## config.mk

```make
export PLATFORM = sky130hd
export DESIGN_NAME = score_render
export DESIGN_NICKNAME = d
export VERILOG_FILES = /design/src/rtl/score_render.sv
export SDC_FILE = /design/constraint.sdc
export NUM_CORES = 1
export LEC_CHECK = 0
export CORE_MARGIN = 5
export CORE_UTILIZATION = 41
export CTS_BUF_LIST = sky130_fd_sc_hd__clkbuf_8
export CTS_CLUSTER_SIZE = 28
export DETAILED_ROUTE_END_ITERATION = 10
export GPL_ROUTABILITY_DRIVEN = 0
export PLACE_DENSITY = 0.85
export SLEW_MARGIN = 15
export SYNTH_ARGS = -nofsm -noshare
export SYNTH_HDL_FRONTEND = slang
export SYNTH_SLANG_ARGS = --single-unit
```

## constraint.sdc

```tcl
create_clock -name clk -period 1.9 [get_ports clk]
set_input_delay 0.19 -clock clk [delete_from_list [all_inputs] [get_ports clk]]
set_output_delay 0.19 -clock clk [all_outputs]
set_load 0.05 [all_outputs]
```

## src/rtl/score_render.sv

```systemverilog
// Renders the frame-stable BCD score (and optional high score, SCORE_RENDER_HISCORE_EN) as a per-pixel lit bit.
// Fixed 2-cycle latency from hpos/vpos to pixel_on; no stall, accepts a new pixel every cycle.
module score_render #(
    parameter int X0 = 16,
    parameter int Y0 = 16,
    parameter int S  = 2
) (
    input  logic        clk,
    input  logic        rst_n,
    input  logic [15:0] score,
    input  logic        game_tick,
    input  logic        game_over,
    input  logic [9:0]  hpos,
    input  logic [9:0]  vpos,
    output logic        pixel_on,
    output logic [15:0] hiscore
);

    localparam logic [10:0] FIELD_W = 11'(16 << S);
    localparam logic [10:0] LINE_H  = 11'(5 << S);
`ifdef SCORE_RENDER_HISCORE_EN
    localparam logic [10:0] HI_TOP  = 11'(6 << S);
    localparam logic [10:0] HI_BOT  = 11'(11 << S);
`endif

    // Glyphs packed as five octal digits, row 0 in the top digit, MSB = column 0.
    function automatic logic [2:0] font_row(input logic [3:0] dig, input logic [2:0] row);
        logic [14:0] g;
        logic [2:0]  bits;
        g = 15'o00000;
        case (dig)
            4'd0: g = 15'o75557;
            4'd1: g = 15'o26227;
            4'd2: g = 15'o71747;
            4'd3: g = 15'o71717;
            4'd4: g = 15'o55711;
            4'd5: g = 15'o74717;
            4'd6: g = 15'o74757;
            4'd7: g = 15'o71111;
            4'd8: g = 15'o75757;
            4'd9: g = 15'o75717;
            default: g = 15'o00000;
        endcase
        bits = 3'b000;
        case (row)
            3'd0: bits = g[14:12];
            3'd1: bits = g[11:9];
            3'd2: bits = g[8:6];
            3'd3: bits = g[5:3];
            3'd4: bits = g[2:0];
            default: bits = 3'b000;
        endcase
        return bits;
    endfunction

    logic [15:0] shadow;

    always_ff @(posedge clk or negedge rst_n) begin
        if (!rst_n) begin
            shadow <= 16'h0000;
        end else if (game_tick) begin
            shadow <= score;
        end
    end

`ifdef SCORE_RENDER_HISCORE_EN
    logic [15:0] hi_q;

    // Live score is compared, so a same-cycle game_tick does not delay the update.
    always_ff @(posedge clk or negedge rst_n) begin
        if (!rst_n) begin
            hi_q <= 16'h0000;
        end else if (game_over && (score > hi_q)) begin
            hi_q <= score;
        end
    end

    assign hiscore = hi_q;
`else
    logic unused_game_over;
    assign unused_game_over = game_over;
    assign hiscore          = 16'h0000;
`endif

    logic [10:0] rx;
    logic [10:0] ry;
    logic [10:0] row_abs;
    logic        x_ok;
    logic        y_ok;
    logic        in_region_d;
    logic [15:0] src;
    logic [1:0]  digit;
    logic [3:0]  nib_d;
    logic [2:0]  r_d;
    logic [1:0]  c_d;

    assign rx      = {1'b0, hpos} - 11'(X0);
    assign ry      = {1'b0, vpos} - 11'(Y0);
    assign row_abs = ry >> S;
    assign x_ok    = ({1'b0, hpos} >= 11'(X0)) && (rx < FIELD_W);
    assign y_ok    = ({1'b0, vpos} >= 11'(Y0));
    assign digit   = rx[S+2 +: 2];
    assign c_d     = rx[S +: 2];

    always_comb begin
        in_region_d = 1'b0;
        src         = shadow;
        r_d         = row_abs[2:0];
        if (x_ok && y_ok && (ry < LINE_H)) begin
            in_region_d = 1'b1;
        end
`ifdef SCORE_RENDER_HISCORE_EN
        else if (x_ok && y_ok && (ry >= HI_TOP) && (ry < HI_BOT)) begin
            in_region_d = 1'b1;
            src         = hiscore;
            r_d         = 3'(row_abs - 11'd6);
        end
`endif
        nib_d = 4'h0;
        case (digit)
            2'd0: nib_d = src[15:12];
            2'd1: nib_d = src[11:8];
            2'd2: nib_d = src[7:4];
            default: nib_d = src[3:0];
        endcase
    end

    logic unused_bits;
    assign unused_bits = ^{rx, row_abs};

    logic       in_region_q;
    logic [3:0] nib_q;
    logic [2:0] r_q;
    logic [1:0] c_q;

    always_ff @(posedge clk or negedge rst_n) begin
        if (!rst_n) begin
            in_region_q <= 1'b0;
            nib_q       <= 4'h0;
            r_q         <= 3'd0;
            c_q         <= 2'd0;
        end else begin
            in_region_q <= in_region_d;
            nib_q       <= nib_d;
            r_q         <= r_d;
            c_q         <= c_d;
        end
    end

    logic [2:0] frow;
    logic       font_bit;

    always_comb begin
        frow     = font_row(nib_q, r_q);
        font_bit = 1'b0;
        case (c_q)
            2'd0: font_bit = frow[2];
            2'd1: font_bit = frow[1];
            2'd2: font_bit = frow[0];
            default: font_bit = 1'b0;
        endcase
    end

    always_ff @(posedge clk or negedge rst_n) begin
        if (!rst_n) begin
            pixel_on <= 1'b0;
        end else begin
            pixel_on <= in_region_q && font_bit;
        end
    end

endmodule

```

# Yosys cells after proc, flatten, opt, wreduce, memory -nomap -nowiden
# Memory sizes are Yosys's and may differ from the RTL's.
# Index checks and enable logic that the tools add are counted.
# word_totals
n_memories	1
ff_bits	27
input_bits	40
mem_bits_ro	240
# mem_list
name	words	width	read_ports	rd_ports_with_merged_regs	write_ports	line	rtl
(no name shown)	16	15	1	0	0	31	case (dig)
# classes
magnitude_cmp	4
n_addsub	2
mux	4
n_reduce_logical	7
eq_ne	8
# ops
op	count
subtractor 10 x 5 -> 11 bit, second input constant	2
>= comparator 10 x 5 -> 1 bit, second input constant	2
case mux 3 bit (5 select lines)	1
case mux 4 bit (3 select lines)	1
less-than comparator 11 x 5 -> 1 bit, second input constant	1
less-than comparator 11 x 7 -> 1 bit, second input constant	1
equality test 3 x 2 -> 1 bit, second input constant	2
equality test 2 x 1 -> 1 bit, second input constant	2
equality test 2 bit, second input constant	2
logical AND 1 bit	4
logical NOT 2 bit	2
equality test 3 x 1 -> 1 bit, second input constant	1
equality test 3 bit, second input constant	1
logical NOT 3 bit	1
case mux 1 bit (3 select lines)	1
2-to-1 mux 1 bit	1

# Depth between registers and ports, before layout
# Gate-level depths: netlist of run 1.
# logic_depth
depth_word	6
ltp_mapped	7
mapped_depth_nobuf	7

# Least setup slack after synthesis of run 1
# Ideal clock, no wire load.
# synth_timing
kind	register to register
from	reg nib_q[1]
to	reg pixel_on
stages_incl_launch_ff	8
setup_time_ns	0.143
required_time_ns	1.757
period_less_slack_ns	1.772
n_path_buf	0
t_arrival_ns	1.629
setup_slack_ns	0.128
path_cell_list	dfrtp_1 -> inv_1 -> ha_1 -> or2b_1 -> nand3_1 -> a21bo_1 -> a221oi_2 -> o41ai_2
# synth_between
elab_chain_len	4
# synth_rtl
element	line	rtl
start: declaration	132	logic [3:0] nib_q;
start signal: assignment	144	nib_q <= nib_d;
memory read (16 x 15 bit)	n/a	
case mux 3 bit (5 select lines)	45	case (row)
case mux 1 bit (3 select lines)	156	case (c_q)
logical AND 1 bit	168	pixel_on <= in_region_q && font_bit;
end signal: assignment	168	
end: declaration	15	output logic pixel_on,
# Every way passes these cells.
# A chain may end at the register's enable or synchronous reset.

# Final worst setup path of run 1
# layout_timing
from	reg nib_q[0]
to	reg pixel_on
# The elaborated chain is that of the path after synthesis.

==> results.md, run 1 <==
- Endpoints failing hold: 0
- Avg Vias per Cell: 5.06
- # setup viols final: 0
- Post-Place Cells: 207
- Drt drc: 0
- Register area: around 680 µm²
- Netlist cell types: 37
- Reg2Reg Launch Point: nib_q[0]
- Seq pwr share: 50.6%
- Lkg Pwr: 0.849 nW
- Synth warnings: 0
- CTS clk-pin slew, worst paths: roughly 80 ps
- H-tree levels: 1
- Input/output buffers: 35
- Number of global-route vias before repair: 1153
- Nets: about 210
- Largest net degree at the start of global routing: 28
- Psw: 0.000392 W
- Post-synth top area share: 44.1%
- Most frequent cells in the layout: 35 x clkdlybuf4s50_1, 27 x dfrtp_1, 16 x mux2_2, 16 x conb_1, 9 x inv_1
- First-pass GRT wire length: around 5.0 mm
- Initial core utilization: 42.1%
- Clock buffer depth: 2
- Multi-input logic area: 716 µm²
- CP Data Required Time: 2030 ps
- CP Buf/Inv Count: 1
- CTS tree: built
- Core Region: 0.00363 mm²
- Cell area after synthesis: 0.00153 mm²
- Commonest non-fill, non-tap cell in the layout: clkdlybuf4s50_1
- CP top delay family: compound AO/OA/AOI/OAI gates
- Fin. max-slew vios: 0
- Min Tclk post-route: 1830 ps
- Setup CP Type: flip-flop to flip-flop
- Max cap viols: 0
- Clock share of power: approximately 23%
- Vias post-DR: 1072
- Starting DRT DRC Count: 31
- Reg-to-Reg End: pixel_on
- Full die area: 0.00506 mm²
- Critical Path Sink Type: flip-flop
- Clock Latency Late Sink: 260 ps
- Post-route ant nets: 0
- PD cells: between 600 and 700 mW/mm²
- Num CTS Buffers: 3
- Synthesized instance count: approximately 130
- # fillers: around 330
- Root Buffer Master: clkbuf_8
- RSZ-0062 raised after global routing: false
- Site Rows: 22
- DP Area: 0.00187 mm²
- Initial antenna violation count: 0
- Asr flop ratio synth: 100%
- Crit. Startpoint: nib_q[0]
- Cell taking the most area after synthesis: dfrtp_1
- Share of cells above drive strength 1: between 10% and 20%
- Seq cells post-synth: 27
- Clock skew: 2.30 ps
- CP Cell Sequence: inv_2, ha_1, or2b_1, nand3_1, a21bo_1, a221oi_2, o41ai_2
- Max incr delay on CP: 370 ps
- Final period util: 96.3%
- Main synth FF type: dfrtp_1
- Reg2reg setup slack: 70 ps
- Hold Path Class: primary input to async pin
- Fmax: between 0.5 and 0.6 GHz
- Switching Fraction: between 20% and 30%
- DP HPWL: 2.53 mm
- Worst path slowest cell: dfrtp_1
- Ranking of synthesized cells by area: dfrtp_1 44%, mux2_2 12%, buf_4 7.8%, mux4_2 5.9%, ha_1 5.7%
- Cell internal pwr: 0.000944 W
- Clock sinks: 27
- CTS Hold Buffers Added: 0
- Setup TNS: 0 ps
- Number of synthesized flops with an enable pin: 0
- Final wirelength: 3.13 mm
- CP endpoint: pixel_on
- Worst Path Max Fanout: 3
- Die width: a little over 70 µm
- Gr ovfl total: 0
- Worst setup SP type: flip-flop
- CP Depth: 7
- Diodes inserted: 0
- WL/cell: 14.7 µm
- Top Ports: 57
- Syn Area/Cell: 12.2 µm²
- Peak supply drop: 366 µV
- Post-route cell area: approximately 0.0019 mm²
- Post-route insts no fill: 212
- Worst EP arrival: between 1500 and 2000 ps
- GRT Util Overall: 12.5%
- Comb pwr share: about a quarter
- Area growth, synth to finish: 25.2%
- Status: complete, no violations
- Sequential share of the synthesized area: 44.1%
- Post-layout total power: 0.00134 W
- Die height: just over 70 µm
- Pre-antenna DRT Iters: 4
- R2R depth: 7
-- state kept, by name (all words and copies together) (netlist names) --
name / flops
shadow: 16
nib_q: 4
r_q: 3
c_q: 2
in_region_q: 1
pixel_on: 1
-- per-stage QoR --
| stage | util (%) | worst slack, ps | hold slack, ps |
|---|---|---|---|
| floorplan | - | 128 | -106 |
| global placement | 51.3 | 110 | 485 |
| detailed placement | 51.3 | -18.3 | 492 |
| CTS | 52.8 | 50.1 | 289 |
| global route | 52.8 | 15.6 | 326 |
| finish | 52.8 | 70.1 | 284 |
-- cells by family after synthesis --
| kind of cell | count (synthesis) | share of synthesized area, % |
|---|---|---|
| compound gates | 16 | 8.99 |
| xor+xnor | 2 | 1.14 |
| fa+ha+maj | 7 | 5.72 |
| buf+inv | 30 | 12.8 |
| flops | 27 | 44.1 |
| mux | 21 | 18.4 |
| other cells | 1 | 0.245 |
| simple gates | 22 | 8.58 |
-- timing repair --
| action | in CTS | in global routing |
|---|---|---|
| endpoints found under the setup margin | 1 | 1 |
| resized for setup | 0 | 1 |
| buffers inserted | 1 | 0 |
| hold endpoints to repair | 0 | 0 |
| cloned | 0 | 0 |
| pin swaps | 0 | 1 |
-- worst min-delay path by stage --
stage                       to  slack, ps  cells past startpoint
global route        shadow[15]        330                      2
detailed placement  shadow[11]        490                      1
global placement     shadow[2]        490                      1
floorplan               c_q[0]       -110                      0
CTS                 shadow[15]        290                      2
finish              shadow[15]        280                      2
-- cell type report --
class,count,share of cell area [%]
Sequential cell,27,35.2
Clock inverter,1,0.196
Clock buffer,3,2.15
Timing Repair Buffer,40,20.2
Tap cell,48,3.13
Inverter,9,1.76
Multi-Input combinational cell,84,37.3
-- routing by layer --
layer  part of all wire, %  routed length (µm)  GRT usage, %
met3                   6.7                 209          3.27
met2                    59                1840          24.9
met1                    33                1030          12.0
met4                   1.7                  52          4.59
met5                     0                   0             0
-- power groups by stage --
stage               Combinational [W]  Sequential (W)  Clock, W
detailed placement           0.000346        0.000686         0
global route                 0.000383        0.000682  0.000343
global placement             0.000326        0.000679         0
CTS                          0.000355        0.000672  0.000316
finish                       0.000355        0.000676  0.000305
floorplan                    0.000266        0.000663         0
-- cells in the mapped netlist, types with 2 or more instances --
library cell  number
o221ai_1           2
nand2_1            3
nor2_1             5
mux2_2            16
and4b_1            2
buf_4             16
nor3_1             3
inv_1              9
a31oi_1            4
buf_6              3
ha_1               7
dfrtp_1           27
mux4_2             4
o21ai_0            2
No activity file was read; power rests on OpenSTA's default activity.
==> run 2, diff against run 1 <==
==> constraint.sdc (replaced) <==
create_clock -name clk -period 1.9 [get_ports clk]
set_input_delay 0.19 -clock clk [delete_from_list [all_inputs] [get_ports clk]]
set_output_delay 0.19 -clock clk [all_outputs]
set_load 0.01 [all_outputs]
==> results of run 2 <==
Same layout as run 1 (identical final DEF). Status: complete, no violations.
Among the figures that moved: total power 0.00134 W -> 0.00128 W; worst IR drop on VDD 366 µV -> 365 µV
==> run 3, diff against run 2 <==
--- a/config.mk
+++ b/config.mk
@@ -5,6 +5,7 @@
 export SDC_FILE = /design/constraint.sdc
 export NUM_CORES = 1
 export LEC_CHECK = 0
+export CAP_MARGIN = 20
 export CORE_MARGIN = 5
 export CORE_UTILIZATION = 41
 export CTS_BUF_LIST = sky130_fd_sc_hd__clkbuf_8
==> results of run 3 <==
Same layout as run 1 (identical final DEF). Status: complete, no violations.
Among the figures that moved: total power 0.00134 W -> 0.00128 W; worst IR drop on VDD 366 µV -> 365 µV
